## src/rtl/uart_rx_port.sv

```systemverilog
// uart_rx_port
//   Memory-mapped UART receiver. Samples the asynchronous UART_RX line,
//   assembles frames into a small receive FIFO and exposes them through three
//   word registers starting at BASE_ADDR. The interrupt is held high while IE
//   is set and received data is waiting.
//
// Parameters
//   BAUD_DIV   clk cycles per serial bit (>= 4)
//   FIFO_DEPTH receive FIFO entries (power of two, 2..16)
//   BASE_ADDR  byte address of RXDATA; STATUS = +4, CONTROL = +8
//
// Ports
//   clk      core clock, rising edge
//   reset    asynchronous, active-low reset
//   rd, wr   bus read / write strobes, held for the whole access cycle
//   addr     byte address (exact match on the three registers)
//   wdata    write data
//   rdata    combinational read data, 0 when not reading a register
//   UART_RX  asynchronous serial input, idles high
//   irqout   level interrupt = IE & FIFO not empty
//
// Register map
//   RXDATA  (R)   {24'b0, FIFO head}; a read pops the FIFO
//   STATUS  (R)   [12:8] count, [4] PERR, [3] FERR, [2] OVR, [1] FULL, [0] NE
//           (W)   write-1-to-clear on bits [4:2]
//   CONTROL (R/W) [0] IE, [1] FLUSH (self-clearing, reads 0)
//
// Build option
//   UART_RX_PARITY_EN  defined: 8E1 frames with PERR checking
//                      undefined: 8N1 frames, PERR always reads 0
module uart_rx_port #(
  parameter int          BAUD_DIV   = 2604,
  parameter int          FIFO_DEPTH = 4,
  parameter logic [31:0] BASE_ADDR  = 32'h4000_0018
) (
  input  logic        clk,
  input  logic        reset,
  input  logic        rd,
  input  logic        wr,
  input  logic [31:0] addr,
  input  logic [31:0] wdata,
  output logic [31:0] rdata,
  input  logic        UART_RX,
  output logic        irqout
);

  localparam int CW = $clog2(BAUD_DIV);
  localparam int AW = $clog2(FIFO_DEPTH);
  localparam logic [CW-1:0] HALF_M1 = CW'(BAUD_DIV / 2 - 1);
  localparam logic [CW-1:0] FULL_M1 = CW'(BAUD_DIV - 1);
  localparam logic [CW-1:0] CNT_ONE = CW'(1);
  localparam logic [AW-1:0] PTR_ONE = AW'(1);
  localparam logic [AW:0]   CNT_FIFO_ONE = (AW + 1)'(1);
  localparam logic [AW:0]   DEPTH   = (AW + 1)'(FIFO_DEPTH);

  typedef enum logic [2:0] {
    IDLE,
    START,
    DATA,
`ifdef UART_RX_PARITY_EN
    PARITY,
`endif
    STOP
  } state_t;

  state_t        state;
  logic [CW-1:0] cnt;
  logic [2:0]    bit_idx;
  logic [7:0]    shreg;
`ifdef UART_RX_PARITY_EN
  logic          par_bad;
`endif

  logic          rx_meta, rx_sync, rx_prev;
  logic [2:0]    settle;

  logic [7:0]    mem [FIFO_DEPTH];
  logic [AW-1:0] wptr, rptr;
  logic [AW:0]   count;
  logic [2:0]    flags;
  logic          ie;

  logic stop_fire, ferr_set, perr_set, push_req;
  logic sel_data, sel_stat, sel_ctrl;
  logic ne, full, pop, push, flush, ovr_set;
  logic [2:0] w1c;
  logic unused_wdata;

  assign unused_wdata = ^wdata[31:5];

  // The synchronizer flops reset high, so right after reset they carry a
  // fake "idle" level. settle marks when rx_prev holds a genuine sample, so a
  // line that is still low from an aborted frame cannot look like a new
  // falling edge until it has really risen and fallen again.
  always_ff @(posedge clk or negedge reset) begin
    if (!reset) begin
      rx_meta <= 1'b1;
      rx_sync <= 1'b1;
      rx_prev <= 1'b1;
      settle  <= 3'b000;
    end else begin
      rx_meta <= UART_RX;
      rx_sync <= rx_meta;
      rx_prev <= rx_sync;
      settle  <= {settle[1:0], 1'b1};
    end
  end

  always_ff @(posedge clk or negedge reset) begin
    if (!reset) begin
      state   <= IDLE;
      cnt     <= '0;
      bit_idx <= '0;
      shreg   <= '0;
`ifdef UART_RX_PARITY_EN
      par_bad <= 1'b0;
`endif
    end else begin
      case (state)
        IDLE: begin
          if (settle[2] && rx_prev && !rx_sync) begin
            state <= START;
            cnt   <= '0;
          end
        end
        START: begin
          if (cnt == HALF_M1) begin
            cnt     <= '0;
            bit_idx <= '0;
            state   <= rx_sync ? IDLE : DATA;
          end else begin
            cnt <= cnt + CNT_ONE;
          end
        end
        DATA: begin
          if (cnt == FULL_M1) begin
            cnt     <= '0;
            shreg   <= {rx_sync, shreg[7:1]};
            bit_idx <= bit_idx + 3'd1;
            if (bit_idx == 3'd7) begin
`ifdef UART_RX_PARITY_EN
              state <= PARITY;
`else
              state <= STOP;
`endif
            end
          end else begin
            cnt <= cnt + CNT_ONE;
          end
        end
`ifdef UART_RX_PARITY_EN
        // Even parity: the parity bit must equal the XOR of the data bits.
        PARITY: begin
          if (cnt == FULL_M1) begin
            cnt     <= '0;
            par_bad <= rx_sync ^ (^shreg);
            state   <= STOP;
          end else begin
            cnt <= cnt + CNT_ONE;
          end
        end
`endif
        STOP: begin
          if (cnt == FULL_M1) begin
            cnt   <= '0;
            state <= IDLE;
          end else begin
            cnt <= cnt + CNT_ONE;
          end
        end
        default: state <= IDLE;
      endcase
    end
  end

  // Stop-bit outcome; FERR wins over PERR because PERR needs a good stop bit.
  always_comb begin
    stop_fire = (state == STOP) && (cnt == FULL_M1);
    ferr_set  = stop_fire && !rx_sync;
`ifdef UART_RX_PARITY_EN
    perr_set  = stop_fire && rx_sync && par_bad;
`else
    perr_set  = 1'b0;
`endif
    push_req  = stop_fire && rx_sync && !perr_set;
  end

  // A pop on the same edge frees a slot, so a push into a full FIFO is still
  // accepted then; FLUSH overrides everything and leaves the FIFO empty.
  always_comb begin
    sel_data = (addr == BASE_ADDR);
    sel_stat = (addr == BASE_ADDR + 32'd4);
    sel_ctrl = (addr == BASE_ADDR + 32'd8);
    ne       = (count != '0);
    full     = (count == DEPTH);
    pop      = rd && sel_data && ne;
    flush    = wr && sel_ctrl && wdata[1];
    push     = push_req && (!full || pop) && !flush;
    ovr_set  = push_req && full && !pop;
    w1c      = (wr && sel_stat) ? wdata[4:2] : 3'b000;
  end

  always_ff @(posedge clk or negedge reset) begin
    if (!reset) begin
      wptr  <= '0;
      rptr  <= '0;
      count <= '0;
    end else if (flush) begin
      wptr  <= '0;
      rptr  <= '0;
      count <= '0;
    end else begin
      if (push) wptr <= wptr + PTR_ONE;
      if (pop)  rptr <= rptr + PTR_ONE;
      case ({push, pop})
        2'b10:   count <= count + CNT_FIFO_ONE;
        2'b01:   count <= count - CNT_FIFO_ONE;
        default: count <= count;
      endcase
    end
  end

  always_ff @(posedge clk) begin
    if (push) mem[wptr] <= shreg;
  end

  // New error events are OR-ed in after the W1C mask so they are never lost.
  always_ff @(posedge clk or negedge reset) begin
    if (!reset) begin
      flags <= 3'b000;
      ie    <= 1'b0;
    end else begin
      flags <= (flags & ~w1c) | {perr_set, ferr_set, ovr_set};
      if (wr && sel_ctrl) ie <= wdata[0];
    end
  end

  always_comb begin
    rdata = 32'd0;
    if (rd) begin
      if (sel_data && ne)
        rdata = {24'd0, mem[rptr]};
      else if (sel_stat)
        rdata = {19'd0, 5'(count), 3'd0, flags, full, ne};
      else if (sel_ctrl)
        rdata = {31'd0, ie};
    end
  end

  assign irqout = ie && ne;

endmodule

```

## config.mk

```make
export PLATFORM = sky130hd
export DESIGN_NAME = uart_rx_port
export DESIGN_NICKNAME = d
export VERILOG_FILES = /design/src/rtl/uart_rx_port.sv
export SDC_FILE = /design/constraint.sdc
export NUM_CORES = 1
export LEC_CHECK = 0
export CORE_ASPECT_RATIO = 0.9
export CORE_UTILIZATION = 49
export CTS_CLUSTER_DIAMETER = 120
export DETAILED_ROUTE_END_ITERATION = 7
export GPL_TIMING_DRIVEN = 0
export MAX_ROUTING_LAYER = met4
export PLACE_DENSITY_LB_ADDON = 0.12
export SYNTH_ARGS = -nofsm -noshare
export SYNTH_HDL_FRONTEND = slang
export SYNTH_SLANG_ARGS = --single-unit
```

## constraint.sdc

```tcl
create_clock -name clk -period 4 [get_ports clk]
set_input_delay 1.2 -clock clk [delete_from_list [all_inputs] [get_ports clk]]
set_output_delay 1.2 -clock clk [all_outputs]
set_load 0.05 [all_outputs]
```

==> impl_table.tex <==
\begin{tabular}{lr}
\hline
Metric & Value \\
\hline
\multicolumn{2}{l}{\textbf{Outcome}} \\
\quad Result of the run & complete, but fails checks \\
\quad Violated checks & setup timing \\
\multicolumn{2}{l}{\textbf{Cells and area}} \\
\quad Most common cell after layout, fill and taps aside & sky130\_fd\_sc\_hd\_\_dfrtp\_1 \\
\quad Fraction of layout instances using a drive strength above 1 & 31.59\% \\
\quad Layout Nets & 513 \\
\quad Filler Cells Inserted & 554 \\
\quad Diode count & 0 \\
\quad Area delta synth->final & 32.68\% \\
\quad Commonest cells after routing, fill and taps aside & 39 x sky130\_fd\_sc\_hd\_\_dfrtp\_1, 33 x sky130\_fd\_sc\_hd\_\_buf\_4, 32 x sky130\_fd\_sc\_hd\_\_edfxtp\_1 \\
\quad Utilization after layout & 68.39\% \\
\multicolumn{2}{l}{\textbf{Synth}} \\
\quad Post-synth design cell area & 3966 um\^{}2 \\
\quad Mean instance size in the synthesized netlist & 11.80 um\^{}2 \\
\quad EDFF count, synth & 32 \\
\quad Share of flip-flops with an asynchronous set or reset & 56.76\% \\
\quad Count of mapped cells out of synthesis & 336 \\
\quad Sequential area share after synthesis & 50.82\% \\
\quad Post-synthesis sequential element count & 74 \\
\quad Number of warnings reported in the yosys synthesis log & 0 \\
\quad Number of distinct library cell variants in the gate-level netlist after synthesis & 65 \\
\quad Main synth FF type & sky130\_fd\_sc\_hd\_\_dfrtp\_1 \\
\multicolumn{2}{l}{\textbf{Clock tree}} \\
\quad Clock tree from TritonCTS & done \\
\quad H-Tree Depth & 3 \\
\quad Clock Sinks & 74 \\
\quad Clock-pin transition on the worst setup and hold timing paths & 0.08 ns \\
\quad Clk Tree Root Cell & sky130\_fd\_sc\_hd\_\_clkbuf\_8 \\
\quad TritonCTS Buffers & 9 \\
\quad Clock latency reported for the late side of the worst-skew pair & 0.35 ns \\
\quad Max Root-Sink Buffers & 2 \\
\quad Hold-fix buffer count after cts & 0 \\
\multicolumn{2}{l}{\textbf{Floorplanning}} \\
\quad Count of boundary I/O pins & 102 \\
\quad Number of rows in the core area & 30 \\
\quad Initial cell density of the core & 51.54\% \\
\quad Vert. Die Dim & 87.35 um \\
\quad Area enclosed by the die boundary & 8459 um\^{}2 \\
\quad Placeable core region & 7695 um\^{}2 \\
\quad Chip Width & 96.84 um \\
\multicolumn{2}{l}{\textbf{STA}} \\
\quad Worst-case setup margin in the final layout & -0.07689 ns \\
\quad Transition time at the pin with the least slew margin & 0.8601 ns \\
\quad Total count of hold-check failures in the final report & 0 \\
\quad Setup repair after global routing missed its margin & true \\
\quad Achievable frequency & 245.3 MHz \\
\quad Worst Skew & 0.01169 ns \\
\quad Fin crit share & 101.9\% \\
\quad Worst rel slew slack & 42.66\% \\
\quad Max-slew violation count & 0 \\
\quad Crit path time final & 4.077 ns \\
\quad Final-report setup violation count & 8 \\
\quad Final-layout worst hold slack & 0.3519 ns \\
\multicolumn{2}{l}{\textbf{Critical path}} \\
\quad Worst reg-to-reg setup slack & 1.25 ns \\
\quad Setup crit end kind & output port \\
\quad CP Launch Type & input port \\
\quad Endpoint arrival time on the critical path & 2.88 ns \\
\quad Worst-path cell with the longest stage delay & sky130\_fd\_sc\_hd\_\_or4\_4 \\
\quad Worst Path Required & 2.80 ns \\
\quad Origin of the critical flop-to-flop path & cnt[0] \\
\quad Worst-case reg-to-reg path depth & 5 \\
\quad Setup Crit Path Kind & input port to output port \\
\quad Largest incremental delay on the critical path & 0.55 ns \\
\quad Crit Path Max Fanout & 5 \\
\quad Worst reg2reg endpoint & mem[0][6] \\
\quad Critical-path cell list & buf\_8 -> or4\_4 -> nor4\_4 -> buf\_4 -> nand3\_4 -> nand2b\_4 -> a21oi\_4 -> buf\_6 \\
\multicolumn{2}{l}{\textbf{Global routing}} \\
\quad Overflow after GRT & 0 \\
\quad Vias in the first global route & 2816 \\
\quad Number of antenna violations at the first check in global routing & 0 \\
\quad Maximum number of pins on one net before global-route repair & 24 \\
\quad Total Routing Usage GR & 21.72\% \\
\quad First-pass GRT wire length & 13.85 mm \\
\multicolumn{2}{l}{\textbf{Hold path}} \\
\quad Hold Path Cell Cnt & 0 \\
\quad Min-delay worst type & register to register \\
\quad Hold EP & settle[2] \\
\quad Min-Delay Startpoint & settle[1] \\
\multicolumn{2}{l}{\textbf{Placement}} \\
\quad Detailed-placement wirelength estimate & 5.987 mm \\
\quad Count of buffers from port buffering & 53 \\
\quad Placer's final routability congestion estimate & 0.8162 \\
\multicolumn{2}{l}{\textbf{Route}} \\
\quad First-pass iteration count of the detailed router & 4 \\
\quad Routed via count & 2931 \\
\quad Per-cell routed wire length & 16.06 um \\
\quad DRC violation count after routing & 0 \\
\quad Final ANT Viol Nets & 0 \\
\quad Drt initial violations & 163 \\
\quad Wire length after detailed routing & 8.610 mm \\
\quad Via density per instance & 5.468 \\
\multicolumn{2}{l}{\textbf{Pwr}} \\
\quad VDD IR max & 0.0003974 V \\
\quad Total power & 1.778 mW \\
\quad PD cells & 337.9 nW/um\^{}2 \\
\quad Leakage power figure & 2.346 nW \\
\multicolumn{2}{l}{\textbf{Job}} \\
\quad Max\_cap viols & 0 \\
\hline
\end{tabular}
[sequential cells by signal, indices dropped and copies added (netlist names), 2 cells and up]
register	cells
bit_idx	3
shreg	8
wptr	2
settle	3
flags	3
rptr	2
state	2
mem	32
cnt	12
count	3
[worst max-delay path, delay by kind of cell]
kind	cells	cell delay, ns
compound gates	1	0.14
buf+inv	3	0.44
simple gates	4	1.08
[stage by stage]
step | setup slack [ns] | std cells | TNS (ns) | cell area, um^2
2_1_floorplan | -0.01082 | 356 | -0.02163 | 4106
4_1_cts | -0.07302 | 534 | -0.4562 | 5186
6_report | -0.07689 | 536 | -0.4510 | 5263
3_5_place_dp | -1.368 | 506 | -34.49 | 4772
5_1_grt | -0.1333 | 536 | -0.8901 | 5263
3_3_place_gp | -1.374 | 505 | -32.41 | 4757
[logic make-up after synthesis]
group / share of synthesized area (%)
buffers and inverters: 5.993
adders and majority gates: 3.029
muxes: 9.748
xor gates and xnor gates: 1.104
AOI/OAI and AO/OA: 7.508
DFF: 50.82
other: 0.1893
and+or+nand+nor: 21.61
[final cells by class]
| class | count | area, um^2 | area share [%] |
|---|---|---|---|
| inverter | 13 | 48.80 | 0.9272 |
| clock buffer | 9 | 123.9 | 2.354 |
| clock inverter | 7 | 83.83 | 1.593 |
| tap | 96 | 120.1 | 2.282 |
| sequential | 74 | 2016 | 38.30 |
| multi-input combinational | 240 | 2013 | 38.25 |
| buffer | 29 | 188.9 | 3.590 |
| timing repair buffer | 68 | 668.1 | 12.70 |
[cells in the mapped netlist, types with 3 or more instances]
cell type	instances	share of area (%)
sky130_fd_sc_hd__edfxtp_1	32	24
sky130_fd_sc_hd__a22o_1	6	1.3
sky130_fd_sc_hd__or4_1	3	0.57
sky130_fd_sc_hd__buf_4	21	4.0
sky130_fd_sc_hd__nand2b_1	7	1.1
sky130_fd_sc_hd__o21ai_0	8	1.0
sky130_fd_sc_hd__mux4_2	8	4.5
sky130_fd_sc_hd__dfrtp_1	39	25
sky130_fd_sc_hd__a31oi_1	6	0.95
sky130_fd_sc_hd__a21oi_1	10	1.3
sky130_fd_sc_hd__mux2_2	9	2.6
sky130_fd_sc_hd__and3_1	7	1.1
sky130_fd_sc_hd__xor2_1	3	0.66
sky130_fd_sc_hd__nor2_1	16	1.5
sky130_fd_sc_hd__nand3_1	15	1.9
sky130_fd_sc_hd__clkbuf_1	6	0.57
sky130_fd_sc_hd__nor4_1	10	1.6
sky130_fd_sc_hd__mux2i_1	9	2.3
sky130_fd_sc_hd__nor3_1	7	0.88
sky130_fd_sc_hd__ha_1	8	2.5
sky130_fd_sc_hd__nand4_1	7	1.1
sky130_fd_sc_hd__dfstp_2	3	2.0
sky130_fd_sc_hd__nand2_1	19	1.8
sky130_fd_sc_hd__and2b_2	4	0.88
sky130_fd_sc_hd__inv_1	13	1.2
sky130_fd_sc_hd__nor3b_1	9	1.7
[how the worst max path moves through the flow]
stage / slack (ns) / cells after the start / from / endpoint
floorplan: -0.01 / 5 / addr[9] / rdata[3]
global placement: -1.37 / 7 / addr[8] / rdata[3]
detailed placement: -1.37 / 7 / addr[8] / rdata[3]
CTS: -0.07 / 7 / addr[14] / rdata[6]
global route: -0.13 / 8 / addr[8] / rdata[1]
finish: -0.08 / 8 / addr[8] / rdata[1]
[what timing repair did]
action,CTS,global route
pin swaps,15,12
gates resized for setup,143,20
setup buffers,12,2
setup endpoints to repair,43,11
[power breakdown]
group	switching, mW	total, mW	leakage [nW]	internal (mW)
logic	0.182	0.310	1.33	0.129
clock network	0.303	0.603	0.103	0.300
registers	0.0384	0.864	0.915	0.826
[per-layer routing]
metal	global-route usage (%)	up-vias	routed length, um
met4	7.734	0	97
met3	4.815	11	476
met5	-	-	0
li1	-	1425	-
met2	32.33	83	3942
met1	29.53	1412	4094
(Power assumes the default switching activity.)
